==> src/rtl/dmem_responder.sv <==
// dmem_responder: multi-cycle data-memory responder for the core load/store
// path. One request at a time, WAIT wait states, byte/half/word access.
//
// Ports:
//   clk, rst             clock, synchronous active-high reset
//   req_valid/req_ready  request handshake (ready only when idle)
//   req_write            1 = store, 0 = load
//   req_addr             byte address (ADDR_W bits)
//   req_funct3           RV32I width code
//   req_wdata            store data, right-aligned
//   rsp_valid/rsp_ready  response handshake
//   rsp_rdata            extended load data, 0 for stores and errors
//   rsp_err              request faulted
//   busy                 transaction in flight
//
// Build option: define DMEM_MISALIGN_TRAP_EN to fault misaligned half/word
// accesses; otherwise they are forced aligned.
module dmem_responder #(
    parameter int ADDR_W = 8,
    parameter int DEPTH  = 64,
    parameter int WAIT   = 2
) (
    input  logic              clk,
    input  logic              rst,
    input  logic              req_valid,
    output logic              req_ready,
    input  logic              req_write,
    input  logic [ADDR_W-1:0] req_addr,
    input  logic [2:0]        req_funct3,
    input  logic [31:0]       req_wdata,
    output logic              rsp_valid,
    input  logic              rsp_ready,
    output logic [31:0]       rsp_rdata,
    output logic              rsp_err,
    output logic              busy
);

    localparam int AW = (DEPTH > 1) ? $clog2(DEPTH) : 1;

    typedef enum logic [1:0] {
        S_IDLE,
        S_WAIT,
        S_RESP
    } state_t;

    state_t state, state_nx;
    logic [3:0] wcnt;

    logic              lat_write;
    logic [ADDR_W-1:0] lat_addr;
    logic [2:0]        lat_f3;
    logic [31:0]       lat_wdata;

    logic accept, access;

    logic [31:0] mem [DEPTH];

    // With WAIT=0 the access happens on the accepting edge, so the access
    // path reads the live request instead of the latched copy while idle.
    logic              a_write;
    logic [ADDR_W-1:0] a_addr;
    logic [2:0]        a_f3;
    logic [31:0]       a_wdata;

    logic [31:0] idx_w;
    logic        in_range;
    logic [31:0] word;
    logic [1:0]  lane;
    logic        is_b, is_h, is_w, uns, f3_bad;
    logic        bad_op, mis, acc_err;
    logic [31:0] shifted;
    logic [7:0]  byte_v;
    logic [15:0] half_v;
    logic [31:0] ld_data;
    logic [31:0] acc_rdata;
    logic [3:0]  wmask;
    logic [31:0] wword;
    logic        we;

    assign req_ready = (state == S_IDLE);
    assign rsp_valid = (state == S_RESP);
    assign busy      = (state != S_IDLE);

    always_comb begin
        state_nx = state;
        accept   = 1'b0;
        access   = 1'b0;
        case (state)
            S_IDLE: begin
                if (req_valid) begin
                    accept = 1'b1;
                    if (WAIT == 0) begin
                        access   = 1'b1;
                        state_nx = S_RESP;
                    end else begin
                        state_nx = S_WAIT;
                    end
                end
            end
            S_WAIT: begin
                if (wcnt == 4'd1) begin
                    access   = 1'b1;
                    state_nx = S_RESP;
                end
            end
            S_RESP: begin
                if (rsp_ready) state_nx = S_IDLE;
            end
            default: state_nx = S_IDLE;
        endcase
    end

    assign a_write = (state == S_IDLE) ? req_write  : lat_write;
    assign a_addr  = (state == S_IDLE) ? req_addr   : lat_addr;
    assign a_f3    = (state == S_IDLE) ? req_funct3 : lat_f3;
    assign a_wdata = (state == S_IDLE) ? req_wdata  : lat_wdata;

    assign idx_w    = 32'(a_addr[ADDR_W-1:2]);
    assign in_range = idx_w < 32'(DEPTH);
    assign word     = in_range ? mem[idx_w[AW-1:0]] : 32'd0;
    assign lane     = a_addr[1:0];

    always_comb begin
        is_b   = 1'b0;
        is_h   = 1'b0;
        is_w   = 1'b0;
        uns    = 1'b0;
        f3_bad = 1'b0;
        case (a_f3)
            3'b000:  is_b = 1'b1;
            3'b001:  is_h = 1'b1;
            3'b010:  is_w = 1'b1;
            3'b100: begin
                is_b = 1'b1;
                uns  = 1'b1;
            end
            3'b101: begin
                is_h = 1'b1;
                uns  = 1'b1;
            end
            default: f3_bad = 1'b1;
        endcase
    end

    // Unsigned codes have no store form.
    assign bad_op = f3_bad || (a_write && uns);

`ifdef DMEM_MISALIGN_TRAP_EN
    assign mis = (is_h && lane[0]) || (is_w && (lane != 2'b00));
`else
    assign mis = 1'b0;
`endif

    assign acc_err = !in_range || bad_op || mis;

    assign shifted = word >> {lane, 3'b000};
    assign byte_v  = shifted[7:0];
    assign half_v  = lane[1] ? word[31:16] : word[15:0];

    always_comb begin
        ld_data = word;
        if (is_b) ld_data = {{24{byte_v[7] & ~uns}}, byte_v};
        else if (is_h) ld_data = {{16{half_v[15] & ~uns}}, half_v};
    end

    assign acc_rdata = (acc_err || a_write) ? 32'd0 : ld_data;

    always_comb begin
        wmask = 4'b0000;
        wword = a_wdata;
        if (is_b) begin
            wmask = 4'b0001 << lane;
            wword = {4{a_wdata[7:0]}};
        end else if (is_h) begin
            wmask = lane[1] ? 4'b1100 : 4'b0011;
            wword = {2{a_wdata[15:0]}};
        end else if (is_w) begin
            wmask = 4'b1111;
        end
    end

    assign we = access && a_write && !acc_err;

    always_ff @(posedge clk) begin
        if (rst) begin
            state     <= S_IDLE;
            wcnt      <= 4'd0;
            rsp_rdata <= 32'd0;
            rsp_err   <= 1'b0;
            lat_write <= 1'b0;
            lat_addr  <= '0;
            lat_f3    <= 3'd0;
            lat_wdata <= 32'd0;
        end else begin
            state <= state_nx;
            if (accept) begin
                lat_write <= req_write;
                lat_addr  <= req_addr;
                lat_f3    <= req_funct3;
                lat_wdata <= req_wdata;
                wcnt      <= 4'(WAIT);
            end else if (state == S_WAIT) begin
                wcnt <= wcnt - 4'd1;
            end
            if (access) begin
                rsp_rdata <= acc_rdata;
                rsp_err   <= acc_err;
            end
        end
    end

    // Memory contents survive reset; only an in-flight commit is dropped.
    always_ff @(posedge clk) begin
        if (!rst && we) begin
            for (int i = 0; i < 4; i++) begin
                if (wmask[i]) mem[idx_w[AW-1:0]][8*i +: 8] <= wword[8*i +: 8];
            end
        end
    end

endmodule

==> config.mk <==
export PLATFORM = sky130hd
export DESIGN_NAME = dmem_responder
export DESIGN_NICKNAME = d
export VERILOG_FILES = /design/src/rtl/dmem_responder.sv
export SDC_FILE = /design/constraint.sdc
export NUM_CORES = 2
export LEC_CHECK = 0
export CORE_UTILIZATION = 36
export CTS_CLUSTER_DIAMETER = 40
export DETAILED_ROUTE_END_ITERATION = 8
export PLACE_DENSITY = 0.59
export SLEW_MARGIN = 20
export SYNTH_ARGS = -nofsm -noshare
export SYNTH_HDL_FRONTEND = slang
export SYNTH_SLANG_ARGS = --single-unit
export TNS_END_PERCENT = 50
==> constraint.sdc <==
create_clock -name clk -period 15.47 [get_ports clk]
set_input_delay 3.094 -clock clk [delete_from_list [all_inputs] [get_ports clk]]
set_output_delay 3.094 -clock clk [all_outputs]
set_load 0.005 [all_outputs]
======== Word-level counts from Yosys, hierarchy flattened ========
Memory sizes are Yosys's and may differ from the RTL's.
Cells that the tools add are included.
operators by class
  multiplexer cells ....................... 42
  div/mod/pow operators ................... 0
  shifts and indexed selects .............. 2
  add/sub/neg operators ................... 1
  reduce and logical (&&, ||, !) cells .... 20
  $lt $le $gt $ge ......................... 1
  eq/ne operators ......................... 10
  bitwise operators ....................... 3
  $mul .................................... 0
operators by type and width
  cell                   number
  $mux W32               7
  $shr A32 B5 Y8         1
  $mux W1                22
  $mux W16               1
  $mux W4                4
  $mux W2                5
  $mux W8                1
  $reduce_or A2 Y1       4
  $lt A6 B7 Y1 const B   1
  $eq A3 B3 Y1 const B   2
  $pmux W2 S3            1
  $reduce_or A5 Y1       1
  $eq A4 B1 Y1 const B   1
  $logic_and A1 B1 Y1    4
  $ne A2 B2 Y1 const B   2
  $reduce_bool A2 Y1     2
  $shl A1 B2 Y4 const A  1
  $sub A4 B1 Y4 const B  1
  $eq A3 B1 Y1 const B   1
  $eq A3 B2 Y1 const B   1
  $logic_not A1 Y1       3
  $logic_not A3 Y1       1
  $logic_or A1 B1 Y1     3
  $mux W3                1
  7 further kinds        8
storage, ports and cells
  memories ................................ 1
  memory bits (writable) .................. 2,048
  register bits after elaboration ......... 83
  bits in latches ......................... 0
  ROM bits ................................ 0
  output and inout port bits .............. 36
  input port bits ......................... 48
  logic and storage cells ................. 89
memories
  name  words  bits a word  rd ports  clocked after Yosys merged registers in  wr ports  RTL line  text
  mem   64     32           1         0                                        1         56        logic [31:0] mem [DEPTH];

======== Logic depth before layout (Yosys ltp) ========
  depth after elaboration ................. 13
  gate-level depth with buffers ........... 18
  depth with buffers taken out ............ 11

======== Worst setup path after synthesis ========
No wires, ideal clock.
  path kind ............................... input to register
  start ................................... input port req_funct3[1]
  end ..................................... memory mem[0][12], data pin
  slack ................................... 9.157 ns
  path buffers ............................ 1
  arrival ................................. 5.750 ns
  cell stages on the path ................. 4
  data required time ...................... 14.907 ns
  library setup time ...................... 0.563 ns
  cells stage by stage .................... mux2i_1 nand2_1 buf_1 mux2i_1
on the way
  word-level cells in the longest chain between the ends .. 5
  elaborated cells between the ends (all ways) .. 6
  those cells by class .................... 1 x eq/ne; 3 x mux; 2 x reduce/logical
RTL lines
  what                                              RTL line  text
  from (decl)                                       29        input logic [2:0] req_funct3,
  $mux W3 *                                         115       assign a_f3 = (state == S_IDLE) ? req_funct3 : lat_f3;
  $eq A3 B3 Y1 or $logic_not A3 Y1 (tied branches)  129       case (a_f3)
  $reduce_or A2 Y1 (no source line) *               --
  $mux W1 *                                         129
  $mux W32 *                                        171       if (is_b) begin
  via wword[12]                                     77        logic [31:0] wword;
  to (decl)                                         56
Mark *: on every way through the listed nets, which the timed path passes. The rest lies on a longest branch.

======== Worst setup path in the final report ========
  start ................................... input port req_addr[3]
  end ..................................... register rsp_rdata[12]
on the way
  word-level cells in the longest chain between the ends .. 7
  elaborated cells between the ends (all ways) .. 13
  those cells by class .................... 1 x order compare; 1 x shift; 6 x mux; 1 x bitwise; 3 x reduce/logical; 1 x memory
RTL lines
  what                                             RTL line  text
  from (decl)                                      28        input logic [ADDR_W-1:0] req_addr,
  $mux W8 *                                        114       assign a_addr = (state == S_IDLE) ? req_addr : lat_addr;
  $mem_v2 Z64 W32 or $lt A6 B7 Y1 (tied branches)  --
  $mux W32                                         120       assign word = in_range ? mem[idx_w[AW-1:0]] : 32'd0;
  $shr A32 B5 Y8 or $mux W16 (tied branches)       156, 158
  $and A1 B1 Y1 or $mux W32 (tied branches)        162, 163
  $mux W32                                         162       if (is_b) ld_data = {{24{byte_v[7] & ~uns}}, byte_v};
  $mux W32 *                                       166       assign acc_rdata = (acc_err || a_write) ? 32'd0 : ld_data;
  to (signal assigned)                             206       rsp_rdata <= acc_rdata;
  to (decl)                                        33        output logic [31:0] rsp_rdata,
Every way passes the cells marked *; elsewhere a longest branch is shown, timed or not.
A chain may end at the register's enable or synchronous reset.

==> results.txt <==
Residual DRC count -> 0
Register clock-pin slew on the reported worst setup and hold paths -> 0.05 ns
Via count of the first global-routing pass -> 53313
Standard-cell row count -> 175
Cell chosen for the clock root -> sky130_fd_sc_hd__clkbuf_16
Maximum clock frequency -> 0.118 GHz
Pin count of the biggest net entering global routing -> 117
Highest ir drop seen on vdd -> 115 µV
Number of buffers inserted for hold repair after clock tree synthesis -> 0
Launch instance of the worst min-delay path -> lat_wdata[8]
Post_cts resized -> 0
Vertical extent of the die -> 480 µm
NumNets Final -> 5900
Run status -> finished clean
Startpoint of the worst register-to-register path -> state[1]
Cell depth of the worst flop-to-flop path -> 14
Core ar. -> 0.227 mm²
Final standard cell count with taps included and fillers excluded -> 9060
TritonRoute pass-1 iters -> 6
Wire length of the first global-routing pass -> 405000 µm
Clock tree skew after final layout -> 0.0879 ns
Ratio of routed vias to standard cells -> 6.18
Arrival time at the worst endpoint -> 9.26 ns
Post-CTS setup buffer count -> 0
Max-cap check violation count -> 0
Destination of the worst hold path -> lat_wdata[8]
Share of the core filled with cells in the final layout -> 42.8%
Worst r2r dst -> rsp_rdata[12]
Area growth from synthesis to layout -> 18.3%
Unrepaired setup endpoints after global routing -> false
Number of pins with negative max-slew slack in the final report -> 0
Number of instances on the worst hold path -> 2
Data required, critical path -> 16.28 ns
Area after DPL -> 0.0885 mm²
Antenna violations before repair -> 8
Synthesized netlist cell count -> 5591
Final Hold Viols -> 0
H-tree level count -> 5
Async SR Flop Fraction -> 0%
# port buffers -> 83
Number of flops mapped to enable cells by yosys -> 2048
Classification of the worst setup path -> in -> reg
Most frequently used flop master after synthesis -> sky130_fd_sc_hd__edfxtp_1
CTS tree -> yes
Mapped cell area -> 0.0824 mm²
I/O pin total -> 84
Leading cell type in the layout, fill and taps excluded -> sky130_fd_sc_hd__edfxtp_1
Post-route antenna net violation count -> 0
Share of the synthesized area in the top cell type -> 74.7%
Biggest area consumer among synthesized cells -> sky130_fd_sc_hd__edfxtp_1
Horizontal extent of the die -> 480 µm
Number of warning messages in the yosys log -> 0
Total power divided by cell area -> 146 mW/mm²
Static power due to leakage -> 30.8 nW
Remaining Overflow, GRT -> 0
R2R Setup Slk -> 9.21 ns
DIE AREA -> 0.231 mm²
DRT iter0 DRCs -> 7409
Initial cell density of the core -> 36.2%
Category of the worst setup path launch point -> input port
Average detailed-routed wire length per instance -> 32.0 µm
Worst slew pin tran -> 1.29 ns
CTS Buf Count -> 281
Number of register bits inferred by synthesis -> 2131
Tot GR Track Use -> 24.5%
Cell total after placement -> 8576
Total vias in the final route -> 55995
Kind of end point of the critical path -> flip-flop
Layout cell share with drive strength beyond 1 -> 14.8%
Type of the tightest min-delay check -> reg -> reg
Distinct cells, synth -> 86
Setup Total Neg Slack -> 0 ns
Maximum number of buffers from clock root to sink -> 4
Gpl congestion -> 0.904
Number of clock sinks -> 2131
Number of nets in the synthesized netlist -> 5641
Mean Syn Cell Area -> 14.7 µm²
Final worst-path cycle share -> 54.6%
Synth top area cells -> sky130_fd_sc_hd__edfxtp_1 (75%), sky130_fd_sc_hd__o22ai_1 (3.9%), sky130_fd_sc_hd__nand2_1 (3.2%)
Sequential fraction of the synthesis area -> 76.7%
Post-layout min period -> 8.45 ns
Rel. slew slack -> 14.0%
Placed wire-length estimate after detailed placement -> 169000 µm
Largest fanout of any net on the critical path -> 102
Total wire length after detailed routing -> 290000 µm
Most used cells in the layout excluding fill and tap cells -> sky130_fd_sc_hd__edfxtp_1 (2048), sky130_fd_sc_hd__nand2_1 (705), sky130_fd_sc_hd__o22ai_1 (514), sky130_fd_sc_hd__buf_4 (306), sky130_fd_sc_hd__clkbuf_16 (286)
Insertion delay of the later-clocked pin in the worst-skew pair -> 0.95 ns
Final setup violating endpoints -> 0
Post-route cell area -> 0.0974 mm²
==> power breakdown <==
group	leakage, nW	switching, W	total, W	internal [W]
Clock	4.29	0.00248	0.00623	0.00375
Combinational	7.35	0.00114	0.00145	0.000309
Sequential	19.2	0.00000943	0.00653	0.00652
Total	30.8	0.00364	0.0142	0.0106
==> per-stage QoR <==
step	hold WS, ns	setup WS [ns]	total power [W]
detailed placement	0.448	6.21	0.00805
global placement	0.441	6.21	0.00803
floorplan	0.433	9.16	0.00735
global route	0.469	6.95	0.0145
finish	0.456	7.02	0.0142
CTS	0.455	7.12	0.0142
==> registers in the layout (all words and copies together) (netlist names) <==
name	flops
lat_addr	8
lat_f3	3
lat_wdata	32
lat_write	1
mem	2048
rsp_err	1
rsp_rdata	32
state	2
wcnt	4
==> synth_stat cells (all sizes together), types with 8 or more instances <==
library cell,count
nand2,711
o211ai,34
o22ai,514
o221ai,124
clkbuf,212
nand3,126
a22o,16
mux2,11
and2,8
nor4,30
o21ai,168
a32o,22
or4,16
or3,11
mux2i,125
o22a,13
edfxtp,2048
inv,17
dfxtp,83
nor3,239
a32oi,71
nor2,229
a31oi,95
a22oi,41
and3,19
buf,209
o31ai,13
a221oi,25
a21oi,225
a211oi,18
==> per-layer routing <==
| layer | vias up | routed length, µm | GRT usage, % |
|---|---|---|---|
| met5 | - | 79 | 0 |
| met1 | 28672 | 111000 | 33.2 |
| met2 | 3825 | 131000 | 37.7 |
| met4 | 12 | 13200 | 10.5 |
| li1 | 22827 | - | - |
| met3 | 659 | 33600 | 5.73 |
==> kinds of logic after synthesis <==
| logic type | after synthesis | synth area share, % |
|---|---|---|
| AO/OA/AOI/OAI | 1447 | 11.7 |
| buffers and inverters | 438 | 2.25 |
| flip-flops | 2131 | 76.7 |
| AND/OR/NAND/NOR | 1435 | 7.59 |
| multiplexers | 138 | 1.72 |
| adder cells (fa/ha/maj) | 2 | 0.0304 |
==> worst max-delay path, cell delays in order <==
cell	delay (ns)
sky130_fd_sc_hd__clkdlybuf4s50_1	1.01
sky130_fd_sc_hd__or3b_1	0.63
sky130_fd_sc_hd__nand2_4	0.47
sky130_fd_sc_hd__buf_12	0.46
sky130_fd_sc_hd__buf_12	0.50
sky130_fd_sc_hd__o221ai_1	0.23
sky130_fd_sc_hd__o21ai_0	0.13
sky130_fd_sc_hd__a21oi_1	0.10
sky130_fd_sc_hd__or4_1	0.57
sky130_fd_sc_hd__or4_1	0.83
sky130_fd_sc_hd__mux4_2	0.63
sky130_fd_sc_hd__o21ai_4	0.22
sky130_fd_sc_hd__a22o_1	0.16
==> cell type report <==
type / count / area [µm²]
diodes: 5 / 12.5
clock buffers: 314 / 7260
clock inverters: 165 / 1600
fillers: 20122 / 130000
inverters: 17 / 71.3
multi-input cells: 3022 / 18300
flip-flops and latches: 2131 / 63200
well taps: 3009 / 3760
repair buffers: 397 / 3280
==> worst max path at each step <==
stage                          to  slack (ns)     startpoint  cells after the start
floorplan              mem[0][12]        9.16  req_funct3[1]                      4
CTS                 rsp_rdata[12]        7.12    req_addr[3]                     13
global route        rsp_rdata[11]        6.95    req_addr[3]                     13
global placement     rsp_rdata[9]        6.21    req_addr[3]                     13
finish              rsp_rdata[12]        7.02    req_addr[3]                     13
detailed placement  rsp_rdata[12]        6.21    req_addr[3]                     13
(Power assumes the default switching activity.)
